**config.mk**
```make
export PLATFORM = sky130hd
export DESIGN_NAME = dmem_init_ctrl
export DESIGN_NICKNAME = d
export VERILOG_FILES = /design/src/rtl/dmem_init_ctrl.sv
export SDC_FILE = /design/constraint.sdc
export NUM_CORES = 1
export LEC_CHECK = 0
export ABC_CLOCK_PERIOD_IN_PS = 3800
export CORE_UTILIZATION = 46
export CTS_CLUSTER_SIZE = 10
export DETAILED_ROUTE_END_ITERATION = 7
export PLACE_DENSITY = 0.82
export SLEW_MARGIN = 20
export SYNTH_ARGS = -nofsm -noshare
export SYNTH_HDL_FRONTEND = slang
export SYNTH_SLANG_ARGS = --single-unit
```
**constraint.sdc**
```tcl
create_clock -name Clk -period 3.8 [get_ports Clk]
set_clock_uncertainty 0.05 [all_clocks]
set_input_delay 0.76 -clock Clk [delete_from_list [all_inputs] [get_ports Clk]]
set_output_delay 0.76 -clock Clk [all_outputs]
set_load 0.01 [all_outputs]
```
**src/rtl/dmem_init_ctrl.sv**
```systemverilog
// Data-memory init/readback controller. In IDLE the CPU MEM-stage request
// passes straight through to the data memory. A host can instead stream words
// into memory (load, written as pairs where possible) or read them back (dump).
module dmem_init_ctrl (
    input  logic        Clk,
    input  logic        Rst,
    input  logic        start_load,
    input  logic        start_dump,
    input  logic [11:0] base_addr,
    input  logic [10:0] word_count,
    input  logic [31:0] host_wdata,
    input  logic        host_wvalid,
    output logic        host_wready,
    output logic [31:0] host_rdata,
    output logic        host_rvalid,
    input  logic        host_rready,
    input  logic [11:0] cpu_address,
    input  logic [31:0] cpu_datain,
    input  logic [3:0]  cpu_wr,
    input  logic        cpu_halt,
    output logic [11:0] mem_address,
    output logic [31:0] mem_datain1,
    output logic [31:0] mem_datain2,
    output logic [3:0]  mem_wr,
    output logic        mem_load_pair,
    output logic        mem_halt,
    input  logic [31:0] mem_dataout,
    output logic        busy,
    output logic        done,
    output logic        error
);

    typedef enum logic [2:0] {
        StIdle, StLGet0, StLGet1, StLWrite, StDAddr, StDWait, StDOut, StFinish
    } state_e;

    state_e      state_q, state_d;
    logic [11:0] cur_addr_q, cur_addr_d;
    logic [10:0] remaining_q, remaining_d;
    logic [31:0] word0_q, word0_d;
    logic [31:0] word1_q, word1_d;
    logic [31:0] rdata_q, rdata_d;
    logic        err_q, err_d;

    // End address computed wide so an out-of-range request cannot wrap to look legal.
    logic [13:0] end_addr;
    logic        start_err;
    logic        pair;
    logic [10:0] write_rem;

    assign end_addr  = {2'b00, base_addr} + {1'b0, word_count, 2'b00};
    assign start_err = (base_addr[1:0] != 2'b00) || (end_addr > 14'd4096);
    // Pair decision is taken from the count still outstanding at the write.
    assign pair      = remaining_q > 11'd1;
    assign write_rem = pair ? (remaining_q - 11'd2) : (remaining_q - 11'd1);

    // State and datapath registers with synchronous reset.
    always_ff @(posedge Clk) begin
        if (Rst) begin
            state_q     <= StIdle;
            cur_addr_q  <= 12'h000;
            remaining_q <= 11'd0;
            word0_q     <= 32'h0;
            word1_q     <= 32'h0;
            rdata_q     <= 32'h0;
            err_q       <= 1'b0;
        end else begin
            state_q     <= state_d;
            cur_addr_q  <= cur_addr_d;
            remaining_q <= remaining_d;
            word0_q     <= word0_d;
            word1_q     <= word1_d;
            rdata_q     <= rdata_d;
            err_q       <= err_d;
        end
    end

    // Next-state, datapath updates and all outputs.
    always_comb begin
        state_d       = state_q;
        cur_addr_d    = cur_addr_q;
        remaining_d   = remaining_q;
        word0_d       = word0_q;
        word1_d       = word1_q;
        rdata_d       = rdata_q;
        err_d         = err_q;
        mem_address   = cur_addr_q;
        mem_datain1   = 32'h0;
        mem_datain2   = 32'h0;
        mem_wr        = 4'h0;
        mem_load_pair = 1'b0;
        mem_halt      = 1'b0;
        host_wready   = 1'b0;
        host_rvalid   = 1'b0;
        host_rdata    = rdata_q;
        busy          = 1'b1;
        done          = 1'b0;
        error         = 1'b0;

        unique case (state_q)
            StIdle: begin
                busy        = 1'b0;
                mem_address = cpu_address;
                mem_datain1 = cpu_datain;
                mem_wr      = cpu_wr;
                mem_halt    = cpu_halt;
                // Load wins when both starts arrive together.
                if (start_load || start_dump) begin
                    cur_addr_d  = base_addr;
                    remaining_d = word_count;
                    err_d       = start_err;
                    if (start_err || (word_count == 11'd0)) begin
                        state_d = StFinish;
                    end else if (start_load) begin
                        state_d = StLGet0;
                    end else begin
                        state_d = StDAddr;
                    end
                end
            end
            StLGet0: begin
                host_wready = 1'b1;
                if (host_wvalid) begin
                    word0_d = host_wdata;
                    state_d = pair ? StLGet1 : StLWrite;
                end
            end
            StLGet1: begin
                host_wready = 1'b1;
                if (host_wvalid) begin
                    word1_d = host_wdata;
                    state_d = StLWrite;
                end
            end
            StLWrite: begin
                mem_wr      = 4'hF;
                mem_datain1 = word0_q;
                if (pair) begin
                    mem_datain2   = word1_q;
                    mem_load_pair = 1'b1;
                    cur_addr_d    = cur_addr_q + 12'd8;
                end else begin
                    cur_addr_d    = cur_addr_q + 12'd4;
                end
                remaining_d = write_rem;
                state_d     = (write_rem != 11'd0) ? StLGet0 : StFinish;
            end
            StDAddr: begin
                state_d = StDWait;
            end
            StDWait: begin
                rdata_d = mem_dataout;
                state_d = StDOut;
            end
            StDOut: begin
                host_rvalid = 1'b1;
                if (host_rready) begin
                    cur_addr_d  = cur_addr_q + 12'd4;
                    remaining_d = remaining_q - 11'd1;
                    state_d     = (remaining_q != 11'd1) ? StDAddr : StFinish;
                end
            end
            StFinish: begin
                done    = 1'b1;
                error   = err_q;
                state_d = StIdle;
            end
            default: begin
                state_d = StIdle;
            end
        endcase

        // Reset cycle: nothing reaches the memory or the host regardless of state.
        if (Rst) begin
            mem_wr        = 4'h0;
            mem_halt      = 1'b0;
            mem_load_pair = 1'b0;
            mem_datain2   = 32'h0;
            host_wready   = 1'b0;
            host_rvalid   = 1'b0;
            host_rdata    = 32'h0;
            busy          = 1'b0;
            done          = 1'b0;
            error         = 1'b0;
        end
    end

endmodule

```
# Word-level counts from Yosys, hierarchy flattened
# Cells that the tools add are included.
dict set report classes {
  addsub 5
  mul 0
  n_div 0
  order_cmp 2
  n_eq_ne 12
  n_shift 0
  n_mux 41
  bitwise 0
  n_reduce_logical 14
}
# operator n
set op_table {}
lappend op_table {{32-bit two-way mux} 4}
lappend op_table {{32-bit case mux with 2 select lines} 1}
lappend op_table {{12-bit two-way mux} 4}
lappend op_table {{12-bit case mux with 3 select lines} 1}
lappend op_table {{11-bit two-way mux} 3}
lappend op_table {{11-bit case mux with 3 select lines} 1}
lappend op_table {{3-bit case mux with 8 select lines} 1}
lappend op_table {{3-bit two-way mux} 7}
lappend op_table {{1-bit two-way mux} 16}
lappend op_table {{12-bit by 13-bit adder with 14-bit output} 1}
lappend op_table {{14-bit by 13-bit > comparator with 1-bit output, second input constant} 1}
lappend op_table {{12-bit by 3-bit adder with 12-bit output, second input constant} 1}
lappend op_table {{12-bit by 4-bit adder with 12-bit output, second input constant} 1}
lappend op_table {{3-bit equality test, second input constant} 4}
lappend op_table {{11-bit by 1-bit > comparator with 1-bit output, second input constant} 1}
lappend op_table {{11-bit logical NOT} 1}
lappend op_table {{11-bit by 1-bit != test with 1-bit output, second input constant} 1}
lappend op_table {{11-bit nonzero test} 1}
lappend op_table {{11-bit by 1-bit subtractor with 11-bit output, second input constant} 1}
lappend op_table {{11-bit by 2-bit subtractor with 11-bit output, second input constant} 1}
lappend op_table {{2-bit != test, second input constant} 4}
lappend op_table {{4-bit case mux with 2 select lines} 1}
lappend op_table {{3-bit by 2-bit equality test with 1-bit output, second input constant} 2}
lappend op_table {{2-bit AND reduction} 3}
lappend op_table {{10 further kinds} 12}
dict set report word_totals {
  reg_bits 123
  latchBits 0
  ram_bits 0
  mem_bits_ro 0
  input_bits 142
  out_inout_bits 119
  elab_cells 81
  mem_count 0
}

# Longest topological paths before layout
# Gate-level depths: netlist (run 1).
dict set report logic_depth {
  ltp_word 7
  depth_mapped 11
  mapped_depth_nobuf 9
}

# Least setup slack after synthesis (run 1)
# OpenSTA, ideal clock, no wires.
dict set report synth_path {
  path_type {reg-to-output}
  start {register remaining_q[2]}
  end {output port mem_datain2[22]}
  arrival_time_ns 2.350
  t_required_ns 2.990
  setup_slack_ns 0.640
  path_stages_with_launch 11
  path_buffers 3
  path_cell_list {dfxtp_1 clkbuf_1 inv_1 ha_1 buf_2 a21boi_1 o2111ai_2 nand2_1 nor2_1 clkbuf_1 and2_1}
}
dict set report synth_via {
  elab_chain_len 4
}
# element line
set synth_lines {}
lappend synth_lines {{start: declaration} 39} ;# logic [10:0] remaining_q, remaining_d;
lappend synth_lines {{start signal: assignment} 70} ;# remaining_q <= remaining_d;
lappend synth_lines {{11-bit by 1-bit > comparator with 1-bit output} 54} ;# assign pair = remaining_q > 11'd1;
lappend synth_lines {{32-bit two-way mux} 138} ;# if (pair) begin
lappend synth_lines {{32-bit two-way mux} 100} ;# unique case (state_q)
lappend synth_lines {{32-bit two-way mux} 174} ;# if (Rst) begin
lappend synth_lines {{end: declaration} 23} ;# output logic [31:0] mem_datain2,
# Every way passes these cells.

# Final worst setup path (run 1)
dict set report layout_path {
  start {register remaining_q[1]}
  end {output port mem_datain2[10]}
}
# The elaborated chain is that of the path after synthesis.

==> out/results.ini, run 1 <==
[outcome]
outcome = completed

[floorplanning]
fp.coreArea_sq_um = 15200
fp.dieW_um = 126.8
die_h_um = 126.8
ios = 261
start_util_pct = 47.09
rows = 45
die_area_sq_um = 16070

[critical_path]
crit_chain = inv_2, ha_1, a21boi_2, o2111ai_2, nand2_1, nor2_4, buf_8, and2_1, clkdlybuf4s50_1
critPathArrivalTime_ps = 2800
path_buf_inv = 3
max_stage_delay_ps = 590
path_delay_family = buffers and inverters
start_kind = flip-flop
cp-end-kind = output pin
critPathKind = flip-flop to output pin
worst-path-max-fanout = 17
crit_required_ps = 2990
crit_slowest_cell = clkdlybuf4s50_1

[clocking]
htree_levels = 4
clockRootBuffer = clkbuf_16
cts_setup_buffers = 0
path_clk_slew_ps = 50
hold_buffers = 0
insertion_delay_ps = 410
cts_tree = yes
cts_buffers = 17
cts.sinks = 123
cts_max_path_buffers = 2

[placement]
dp_worst_setup_slack_ps = 264.8
gp_congestion = 0.9502
io_buffers = 260
hpwlAfterDp_mm = 17.31

[global_route]
grt_usage_pct = 30.01
antenna_found_initial = 0
grt_pass1_vias = 7194
grt_first_pass_wirelength_mm = 38.15
overflow = 0
grt_max_degree = 50

[synthesis]
synthFlopType = dfxtp_1
synthCells = 966
async_flop_share_pct = 0
ys_types = 70
synth-edff-count = 0
yosysWarningCount = 0
synth_nets = 1125
yosysSeqAreaShare_pct = 34.39
synth.avg_cell_area_sq_um = 7.411
syn_area_sq_um = 7159
ys_ff_latch = 123

[layout]
area_growth_pct = 46.99
nFillCells = 1212
multi_input_area_sq_um = 4394
drive_above_1_share_pct = 7.444
fin_nets = 1356
seqCellArea_sq_um = 2465
n_antenna_cell = 0

[sta]
maxSlewHeadroom_pct = 53.84
max_freq_mhz = 277.1
final_hold_viol_count = 0
rsz0062_at_grt = no
min_period_ps = 3608
final_max_slew_viol_count = 0
tightest_slew_ps = 690.9
fin_tns_setup_ps = 0
setup_ws_ps = 191.5
setup_viol = 0
fin_crit_sh_pct = 94.96

[routing]
antenna_left = 0
vias = 7978
totalWireLength_mm = 24.79
first_pass_iters = 7
wl_per_cell_um = 17.75
drc = 0
drt_iter0_drc = 669
avgViaCountPerCell = 5.711

[job]
maxCapViolCount = 0

[power]
p_leak_nw = 3.802
ir_drop_uv = 400.0
power.density_nw_per_um2 = 662.4

[min_path]
hold_class = flip-flop to flip-flop

what timing repair did:
| item | 4_1_cts | 5_1_grt |
|---|---|---|
| gates resized for setup | 1 | 10 |
| hold endpoints to repair | 0 | 0 |
| gates cloned | 0 | 1 |
| pin swaps | 0 | 1 |
| setup endpoints to repair | 1 | 32 |
report_power, final:
part | switching (mW) | internal [mW] | total (mW)
Clock | 0.570 | 1.03 | 1.60
Sequential | 0.305 | 1.53 | 1.83
Combinational | 1.93 | 1.60 | 3.54
Total | 2.81 | 4.16 | 6.97
worst paths after layout:
| path | cells past startpoint | slack, ps | from | end |
|---|---|---|---|---|
| min reg2reg | 2 | 400 | rdata_q[24] | rdata_q[24] |
| max reg2reg | 9 | 1270 | state_q[0] | state_q[1] |
| min | 2 | 400 | rdata_q[24] | rdata_q[24] |
| max | 9 | 190 | remaining_q[1] | mem_datain2[10] |
area by class of cell:
class	instances	area share, %
multi-input combinational	759	41.75
timing repair buffer	287	26.74
sequential	123	23.42
clock buffer	25	4.708
tap	188	2.235
clock inverter	6	0.8204
inverter	9	0.3210
sequential cells by signal (all words and copies together), names as in the netlist:
name,count
cur_addr_q,12
state_q,3
remaining_q,11
err_q,1
rdata_q,32
word1_q,32
word0_q,32
routing by layer:
layer | wire [um] | GRT usage, %
met4 | 566 | 9.524
met5 | 0 | 0
met2 | 11740 | 49.43
met1 | 10390 | 38.08
met3 | 2094 | 8.224
stage by stage:
stage                     util (%)  total power [mW]  hold slack [ps]  cell area (sq um)  std cells
after floorplan                  -             3.983            381.7               7159        966
after global placement       65.19             5.279            386.6               9910       1365
after detailed placement     65.19             5.288            392.0               9910       1365
after CTS                    69.04             6.926            398.8              10500       1396
after global routing         69.23             7.357            410.9              10520       1397
final                        69.23             6.971            398.0              10520       1397
cells by family after synthesis:
logic type / Yosys count / synth area share, %
mux: 18 / 2.726
compound gates: 276 / 25.38
xor+xnor: 17 / 2.080
buf+inv: 84 / 4.631
fa+ha+maj: 17 / 3.076
flops: 123 / 34.39
simple gates: 431 / 27.72
cell usage after synthesis (4+ instances only):
library cell,number,area [sq um]
o21ai_1,4,20.02
nand4_1,6,37.54
mux2_2,12,135.1
dfxtp_1,123,2462
a211oi_1,7,52.55
a31oi_1,7,43.79
mux2i_1,6,60.06
o21ai_0,25,125.1
nor2b_1,37,231.5
xnor2_1,10,87.58
buf_1,5,18.77
o2111ai_1,4,35.03
nor3b_1,5,37.54
clkbuf_1,64,240.2
buf_2,4,20.02
o211ai_1,7,52.55
nand2b_1,4,25.02
nor3_1,11,55.05
nor4_1,5,31.28
nand3_1,12,60.06
ha_1,16,200.2
xor2_1,7,61.31
a21oi_1,127,635.6
a22o_1,34,297.8
a221oi_1,4,35.03
inv_1,9,33.78
nand2_1,237,889.6
a22oi_1,12,90.09
a21o_1,6,45.04
and2_1,38,237.7
nor2_1,59,221.5
placed cells by master (no fill, tap or decap), types with 8 or more instances in the layout:
cell and count:
clkbuf_16 17, clkdlybuf4s50_1 259, a22o_1 34, nor2b_1 37, mux2_2 12, dfxtp_1 121
inv_1 8, nand2_1 237, ha_1 16, a22oi_1 12, and2_1 38, a21oi_1 126
nor2_1 57, nor3_1 10, nand3_1 12, xnor2_1 10, o21ai_0 25, buf_4 26
worst min-delay path, stage by stage (launching register included):
cell and delay (ps):
dfxtp_1 300, nand2_1 50, a21oi_1 50
Power figures use the tool's default switching activity.
==> run 2: changes to the inputs <==
--- a/config.mk
+++ b/config.mk
@@ -6,9 +6,11 @@
 export NUM_CORES = 1
 export LEC_CHECK = 0
 export ABC_CLOCK_PERIOD_IN_PS = 3800
+export CORE_MARGIN = 4
 export CORE_UTILIZATION = 46
 export CTS_CLUSTER_SIZE = 10
 export DETAILED_ROUTE_END_ITERATION = 7
+export HOLD_SLACK_MARGIN = 0.08
 export PLACE_DENSITY = 0.82
 export SLEW_MARGIN = 20
 export SYNTH_ARGS = -nofsm -noshare
==> run 2 against run 1 <==
Die area grew 9.7%. Critical path depth is the same. Non-clock buffer count shrank 4. Sequential share of layout area grew 0.058 points. Via count shrank 0.36%. Register-to-register slack is essentially flat. Largest cell class unchanged. Cell count shrank 0.29%. Critical endpoint is now mem_datain2[24]. Design area shrank 0.25%. Routed wire length grew 2.4%.
==> out/results.ini, run 2 (synthesis gave the netlist of run 1 again) <==
[critical_path]
setup.worst_path.start = remaining_q[2]
critPathKind = flip-flop to output pin
crit_slowest_cell = clkdlybuf4s50_1
max_stage_delay_ps = 530
crit_required_ps = 2990
cp-end-kind = output pin
critPathArrivalTime_ps = 2810
crit_chain = inv_1, ha_1, a21boi_2, o2111ai_2, nand2_2, nor2_4, buf_4, and2_1, clkdlybuf4s50_1
worst-path-max-fanout = 16
path_delay_family = buffers and inverters
start_kind = flip-flop
path_buf_inv = 3
rr_startpoint = state_q[2]

[routing]
drt_iter0_drc = 596
totalWireLength_mm = 25.38
antenna_left = 0
vias = 7949
drc = 0
first_pass_iters = 6
wl_per_cell_um = 18.22
avgViaCountPerCell = 5.706

[floorplanning]
fp.coreArea_sq_um = 15200
ios = 261
die_area_sq_um = 17620
start_util_pct = 47.09
fp.dieW_um = 132.8
die_h_um = 132.8
rows = 45

[placement]
hpwlAfterDp_mm = 17.87
placed_cell_area_sq_um = 9892
gp_congestion = 0.9863
io_buffers = 260

[clocking]
cts_buffers = 17
clockRootBuffer = clkbuf_16
htree_levels = 4
path_clk_slew_ps = 50
insertion_delay_ps = 410
cts_max_path_buffers = 2
cts_tree = yes
cts.sinks = 123

[min_path]
hold_class = flip-flop to flip-flop
hp-start = rdata_q[17]

[layout]
fin_nets = 1352
most-common-layout-cells = 259 x clkdlybuf4s50_1, 236 x nand2_1, 126 x a21oi_1, 121 x dfxtp_1, 57 x nor2_1
n_antenna_cell = 0
multi_input_area_sq_um = 4397
area_growth_pct = 46.63
final_common_cell = clkdlybuf4s50_1
finalInstanceArea_sq_um = 10500
final_util_pct = 69.05
drive_above_1_share_pct = 7.386
nFillCells = 1280
seqCellArea_sq_um = 2465
largest_registers = rdata_q x32, word0_q x32, word1_q x32

[sta]
final_max_slew_viol_count = 0
tightest_slew_ps = 666.6
min_period_ps = 3625
fin_crit_sh_pct = 95.39
final_hold_viol_count = 0
setup_viol = 0
rsz0062_at_grt = no
maxSlewHeadroom_pct = 55.47
max_freq_mhz = 275.9
fin_tns_setup_ps = 0

[power]
ir_drop_uv = 364.3
sequentialPowerShare_pct = 26.6
swShare_pct = 40.88
comb_power_share_pct = 50.4
p_leak_nw = 3.776
p_switching_mw = 2.835
clkPwrFrac_pct = 23.0
internal_power_mw = 4.099
power.density_nw_per_um2 = 660.5

[global_route]
antenna_found_initial = 0
grt_max_degree = 73
grt_pass1_vias = 7751
overflow = 0
grt_usage_pct = 27.53
grt_first_pass_wirelength_mm = 39.57

[job]
maxCapViolCount = 0

[outcome]
outcome = completed

==> run 2: changes by cell type in the layout (fill, tap and decap cells not counted), sizes merged <==
cell / previous run / this run
clkbuf: 25 / 21
clkinvlp: 1 / 4
buf: 28 / 24
inv: 9 / 10
==> run 2: cell type report <==
type	count	share of cell area (%)
multi-input combinational	759	41.88
timing repair buffer	283	26.57
sequential	123	23.48
clock buffer	21	4.386
tap	188	2.241
clock inverter	10	1.120
inverter	9	0.3218
==> run 2: power groups by stage <==
stage	registers, mW	logic, mW	clock network, mW
after floorplan	1.69	2.29	0
after global placement	1.85	3.39	0
after detailed placement	1.85	3.42	0
after CTS	1.83	3.46	1.62
after global routing	1.87	3.79	1.66
final	1.84	3.50	1.60
==> run 2: worst register-to-register path, stage by stage (launching register included) <==
cell	delay, ps
dfxtp_1	480
and3b_2	350
buf_4	470
o2111ai_1	190
a21oi_1	150
nand2_1	130
a2111oi_4	370
o21ai_1	130
a41oi_2	140
==> run 2: path summary, 6_finish.rpt <==
path | endpoint | slack, ps | cells after the start
setup / recovery | mem_datain2[24] | 180 | 9
hold / removal | rdata_q[17] | 400 | 2
setup reg to reg | state_q[1] | 1270 | 8
hold reg to reg | rdata_q[17] | 400 | 2
==> run 2: timing repair <==
item                       CTS  global route
pin swaps                    0             0
setup endpoints to repair   32            33
hold buffers                 0             0
setup buffers                0             0
gates resized for setup      2             8
cloned                       0             1
==> run 2: through the flow <==
step           worst slack [ps]  instances  hold WS, ps  power, mW
2_1_floorplan             640.1        966        381.7      3.983
3_3_place_gp              298.1       1361        387.0      5.234
3_5_place_dp              274.7       1361        391.7      5.271
4_1_cts                   12.94       1392        399.3      6.900
5_1_grt                   20.15       1393        412.1      7.327
6_report                  175.3       1393        397.9      6.933
==> run 2: routing by layer <==
metal | global-route usage (%) | wire, um
met1 | 32.70 | 9956
met2 | 46.97 | 12520
met3 | 8.213 | 2207
met4 | 10.39 | 698
met5 | 0 | 0
